<file path="src/rtl/lowentropy_prefix_ctrl.sv">
// Prefix sequencer for the low-entropy variable-to-variable codebooks.
// Collects 4-bit symbols into an active prefix, asks the external combinational
// codebook for a match one cycle later, and emits one codeword per completed
// prefix over a valid/ready handshake. A flush emits the flush-table codeword
// for whatever partial prefix is pending.
// Optional feature: define LE_STATS_EN to add codeword/bit statistics counters.
module lowentropy_prefix_ctrl #(
  parameter int unsigned CODEBOOK_LENGTH_MAX = 64,
  parameter int unsigned ENCODE_DATALENGTH   = 21,
  parameter int unsigned MAX_PREFIX          = 16
) (
  input  logic                           clk_i,
  input  logic                           rst_i,
  input  logic                           sym_valid_i,
  input  logic [3:0]                     sym_data_i,
  output logic                           sym_ready_o,
  input  logic                           flush_i,
  output logic [5:0]                     ap_cnt_o,
  output logic [CODEBOOK_LENGTH_MAX-1:0] ap_data_o,
  input  logic                           encode_match_i,
  input  logic [5:0]                     encode_length_i,
  input  logic [ENCODE_DATALENGTH-1:0]   encode_data_i,
  input  logic [5:0]                     flush_length_i,
  input  logic [ENCODE_DATALENGTH-1:0]   flush_data_i,
  output logic                           cw_valid_o,
  input  logic                           cw_ready_i,
  output logic [5:0]                     cw_length_o,
  output logic [ENCODE_DATALENGTH-1:0]   cw_data_o,
  output logic                           flush_done_o,
  output logic                           err_o
`ifdef LE_STATS_EN
  ,
  output logic [31:0]                    cw_count_o,
  output logic [31:0]                    bit_count_o
`endif
);

  localparam logic [1:0] StAccept    = 2'd0;
  localparam logic [1:0] StLookup    = 2'd1;
  localparam logic [1:0] StEmit      = 2'd2;
  localparam logic [1:0] StFlushEmit = 2'd3;

  localparam logic [5:0] MaxCnt = 6'(MAX_PREFIX);

  logic [1:0]                     state_q, state_d;
  logic [5:0]                     ap_cnt_q, ap_cnt_d;
  logic [CODEBOOK_LENGTH_MAX-1:0] ap_data_q, ap_data_d;
  logic [5:0]                     cw_len_q, cw_len_d;
  logic [ENCODE_DATALENGTH-1:0]   cw_data_q, cw_data_d;
  logic                           flush_pend_q, flush_pend_d;
  logic                           flush_done_q, flush_done_d;
  logic                           err_q, err_d;

  logic sym_hs;
  logic cw_hs;

  // Handshake qualifiers and registered outputs; ready is masked during reset
  // so every output reads 0 while rst_i is held.
  always_comb begin
    sym_ready_o  = (state_q == StAccept) && !flush_pend_q && !rst_i;
    sym_hs       = sym_valid_i && sym_ready_o;
    cw_valid_o   = (state_q == StEmit) || (state_q == StFlushEmit);
    cw_hs        = cw_valid_o && cw_ready_i;
    ap_cnt_o     = ap_cnt_q;
    ap_data_o    = ap_data_q;
    cw_length_o  = cw_len_q;
    cw_data_o    = cw_data_q;
    flush_done_o = flush_done_q;
    err_o        = err_q;
  end

  // Next-state logic for the sequencer, prefix, codeword and flush tracking.
  always_comb begin
    state_d      = state_q;
    ap_cnt_d     = ap_cnt_q;
    ap_data_d    = ap_data_q;
    cw_len_d     = cw_len_q;
    cw_data_d    = cw_data_q;
    // A flush request is remembered in any state; repeats simply re-set it.
    flush_pend_d = flush_pend_q | flush_i;
    flush_done_d = 1'b0;
    err_d        = err_q;

    unique case (state_q)
      StAccept: begin
        if (sym_hs) begin
          // Symbol wins over a same-cycle flush; the flush is served later.
          ap_data_d = {ap_data_q[CODEBOOK_LENGTH_MAX-5:0], sym_data_i};
          ap_cnt_d  = ap_cnt_q + 6'd1;
          state_d   = StLookup;
        end else if (flush_pend_q) begin
          if (ap_cnt_q == 6'd0) begin
            // Nothing buffered: the flush completes without a codeword.
            flush_pend_d = 1'b0;
            flush_done_d = 1'b1;
          end else begin
            cw_len_d  = flush_length_i;
            cw_data_d = flush_data_i;
            state_d   = StFlushEmit;
          end
        end
      end

      StLookup: begin
        if (encode_match_i) begin
          cw_len_d  = encode_length_i;
          cw_data_d = encode_data_i;
          state_d   = StEmit;
        end else if (ap_cnt_q == MaxCnt) begin
          // Prefix can grow no further without a match: drop it and flag.
          err_d     = 1'b1;
          ap_cnt_d  = 6'd0;
          ap_data_d = '0;
          state_d   = StAccept;
        end else begin
          state_d = StAccept;
        end
      end

      StEmit: begin
        if (cw_ready_i) begin
          ap_cnt_d  = 6'd0;
          ap_data_d = '0;
          state_d   = StAccept;
        end
      end

      StFlushEmit: begin
        if (cw_ready_i) begin
          ap_cnt_d     = 6'd0;
          ap_data_d    = '0;
          flush_pend_d = 1'b0;
          flush_done_d = 1'b1;
          state_d      = StAccept;
        end
      end

      default: begin
        state_d = StAccept;
      end
    endcase
  end

  // State registers, asynchronously cleared by rst_i.
  always_ff @(posedge clk_i or posedge rst_i) begin
    if (rst_i) begin
      state_q      <= StAccept;
      ap_cnt_q     <= 6'd0;
      ap_data_q    <= '0;
      cw_len_q     <= 6'd0;
      cw_data_q    <= '0;
      flush_pend_q <= 1'b0;
      flush_done_q <= 1'b0;
      err_q        <= 1'b0;
    end else begin
      state_q      <= state_d;
      ap_cnt_q     <= ap_cnt_d;
      ap_data_q    <= ap_data_d;
      cw_len_q     <= cw_len_d;
      cw_data_q    <= cw_data_d;
      flush_pend_q <= flush_pend_d;
      flush_done_q <= flush_done_d;
      err_q        <= err_d;
    end
  end

`ifdef LE_STATS_EN
  logic [31:0] cw_count_q;
  logic [31:0] bit_count_q;

  // Codeword and bit totals, counting flush codewords too; both wrap.
  always_ff @(posedge clk_i or posedge rst_i) begin
    if (rst_i) begin
      cw_count_q  <= 32'd0;
      bit_count_q <= 32'd0;
    end else if (cw_hs) begin
      cw_count_q  <= cw_count_q + 32'd1;
      bit_count_q <= bit_count_q + 32'(cw_len_q);
    end
  end

  // Expose the statistics counters.
  always_comb begin
    cw_count_o  = cw_count_q;
    bit_count_o = bit_count_q;
  end
`else
  logic unused_cw_hs;

  // Handshake is only consumed by the statistics option.
  always_comb begin
    unused_cw_hs = cw_hs;
  end
`endif

endmodule

</file>
<file path="config.mk">
export PLATFORM = sky130hd
export DESIGN_NAME = lowentropy_prefix_ctrl
export DESIGN_NICKNAME = d
export VERILOG_FILES = /design/src/rtl/lowentropy_prefix_ctrl.sv
export SDC_FILE = /design/constraint.sdc
export NUM_CORES = 1
export LEC_CHECK = 0
export BUFFER_PORTS_ARGS = -buffer_cell sky130_fd_sc_hd__buf_4
export CAP_MARGIN = 10
export CORE_MARGIN = 2
export CORE_UTILIZATION = 26
export DETAILED_ROUTE_END_ITERATION = 12
export HOLD_SLACK_MARGIN = 0.06
export SYNTH_ARGS = -nofsm -noshare
export SYNTH_HDL_FRONTEND = slang
export SYNTH_SLANG_ARGS = --single-unit
</file>
<file path="constraint.sdc">
create_clock -name clk_i -period 7.4 [get_ports clk_i]
set_input_delay 1.11 -clock clk_i [delete_from_list [all_inputs] [get_ports clk_i]]
set_output_delay 1.11 -clock clk_i [all_outputs]
set_load 0.03 [all_outputs]
</file>
==> metrics.cfg <==
[status]
status = complete, no violations

[logic_synthesis]
synthesis.area_mm2 = 0.00465
synthCells = 449
seq_area_frac_synth_pct = 54.9
synth_warnings = 0
synth-edff-count = 0
synthTopCellsByCount = 131 x o21ai_0, 102 x dfrtp_1, 67 x nand2_1
synth-seq-cells = 102
yosysMostFrequentCell = o21ai_0
yosysTopAreaCellShare_pct = 54.9
post_synth_num_cell_types = 32
syn-mean-instance-area_um2 = 10.3
ys.flop_type = dfrtp_1
synthTopCellsByArea = dfrtp_1 55%, o21ai_0 14%, mux2_2 14%
synth_top_cell_by_area = dfrtp_1
postSynth.asyncResetShare_pct = 100
synthesis.nets = 520

[routing]
final_antenna_net_count = 0
routed_via_density = 4.80
wire_per_inst_um = 15.5
drtIter0Drc = 252
vias = 3941
dr.pass1.iters = 4
drc = 0
routed_wl_um = 12800

[pwr]
p_sw_share_pct = 42.7
ir_drop_v = 0.000276
p_leak_nw = 2.91
power_frac_seq_pct = 30.4
p_per_area_mw_per_mm2 = 410
p_int_mw = 1.50
power_mw = 2.62
combPwrFrac_pct = 49.5
power_switching_mw = 1.12
clkPwrFrac_pct = 20.1

[clocking]
cts.repair.resized = 0
cts_sinks = 102
cts_buffer_depth = 2
cts_hold_buf = 0
post_cts.repair.setup_buffers = 0
cts_tree = yes
root_buffer = clkbuf_16
htreeDepth = 3
clk_latency_ns = 0.34
numCtsBuffers = 9
clk_pin_slew_worst_paths_ns = 0.07

[final_layout]
final_nets = 664
drive_gt1_share_pct = 41.4
n_antenna_cell = 0
final_cells = 821
syn2layout_area_growth_pct = 37.5
final_area_mm2 = 0.00639
utilization_pct = 36.8

[timing]
finalSetupTns_ns = 0
period_share_pct = 43.3
min_period_ns = 3.21
layout_setup_ws_ns = 4.19
hold_ws_ns = 0.491
finClkSkew_ns = 0.00643
rsz0062_at_grt = false
max_freq_mhz = 312
slew_headroom_pct = 22.5
hold_violations = 0
slew_viol_final = 0
worst_pin_slew_ns = 1.16
setup_viol = 0

[placement]
dp_cells = 807
gp_congestion = 0.790
dp_slack_ns = 3.83
placed_area_mm2 = 0.00606
hpwl_um = 8620
io_buffers = 164

[floorplanning]
start_util_pct = 26.8
dieArea_mm2 = 0.0190
die_y_um = 138
die-width_um = 138
row_count = 48
core_area_mm2 = 0.0174
io-pin-count = 165

[critical_path]
crit_fanout = 72
crit_path_cell_trace = buf_4 > nor3b_1 > o22ai_4 > buf_4 > or2_2 > o21ai_0
crit_required_ns = 7.57
worstPathArrival_ns = 3.37
critPathSlowestCell = or2_2
worst-setup-path-type = input port to register
path_delay_family = simple AND/OR/NAND/NOR gates
slowest_delay_ns = 0.97
crit_path_end_kind = register
crit_path_start_kind = input port
crit_top_cell = buf_4
worst-path-buf-inv = 2
ff2ff_setup_slack_ns = 4.20

[grt]
track_usage_pct = 13.5
grt_pass1_wl_um = 19800
grt_pass1_vias = 3796
gr-total-overflow = 0
grt_max_degree = 76
antenna_found_initial = 0

[job]
max-cap-violations = 0

[min_path]
hold_class = register to register

## registers in the layout, indices dropped and copies added (netlist names)
| name | count |
|---|---|
| ap_cnt_o | 6 |
| ap_data_o | 64 |
| cw_data_o | 21 |
| cw_length_o | 6 |
| err_o | 1 |
| flush_done_o | 1 |
| flush_pend_q | 1 |
| state_q | 2 |
## worst paths after layout
path                              from  cells after the start            end
max                        sym_valid_i                      6  ap_data_o[33]
min                              err_o                      1          err_o
max reg2reg                 state_q[1]                      6  ap_data_o[33]
min reg2reg                      err_o                      1          err_o
max in group asynchronous        rst_i                      3  ap_data_o[56]
min in group asynchronous        rst_i                      2   flush_done_o
## placed cells by master, fill, tap and decap left out, types with 2 or more instances in the layout
cell / instances
o211ai_1: 3
nand3_1: 2
o21ai_0: 131
ha_1: 6
bufinv_16: 3
nor3_1: 2
clkbuf_16: 9
a31oi_1: 2
mux2_2: 56
nand3b_1: 5
dfrtp_1: 102
nor2_1: 3
o21ai_1: 7
a21oi_1: 2
inv_1: 7
buf_4: 169
clkinv_2: 2
nor2b_1: 2
nand2_1: 67
## power groups by stage
stage / combinational, mW / clock, mW / sequential, mW
final: 1.30 / 0.527 / 0.795
after global routing: 1.42 / 0.571 / 0.817
after CTS: 1.32 / 0.546 / 0.798
after detailed placement: 1.32 / 0 / 0.808
after global placement: 1.29 / 0 / 0.801
after floorplan: 0.688 / 0 / 1.02
## cell families after synthesis
family	synth area share, %
AO/OA/AOI/OAI	17.2
adder cells (fa/ha/maj)	1.89
buffers and inverters	3.96
flip-flops	54.9
multiplexers	13.8
AND/OR/NAND/NOR	8.21
## area by class of cell
type                    instances  area [um^2]
clock buffers                   9          225
repair buffers                169         1270
clock inverters                 5          100
flip-flops and latches        102         2550
inverters                       8         32.5
fillers                      1743        11000
well taps                     225          282
multi-input cells             303         1930
## per-layer routing
metal	vias up	track usage, %	wire length, um
li1	1854	-	-
met1	1892	16.5	5360
met2	180	22.3	5860
met3	15	3.61	1270
met4	0	5.73	267
met5	-	0	0
Power figures use the tool's default switching activity.
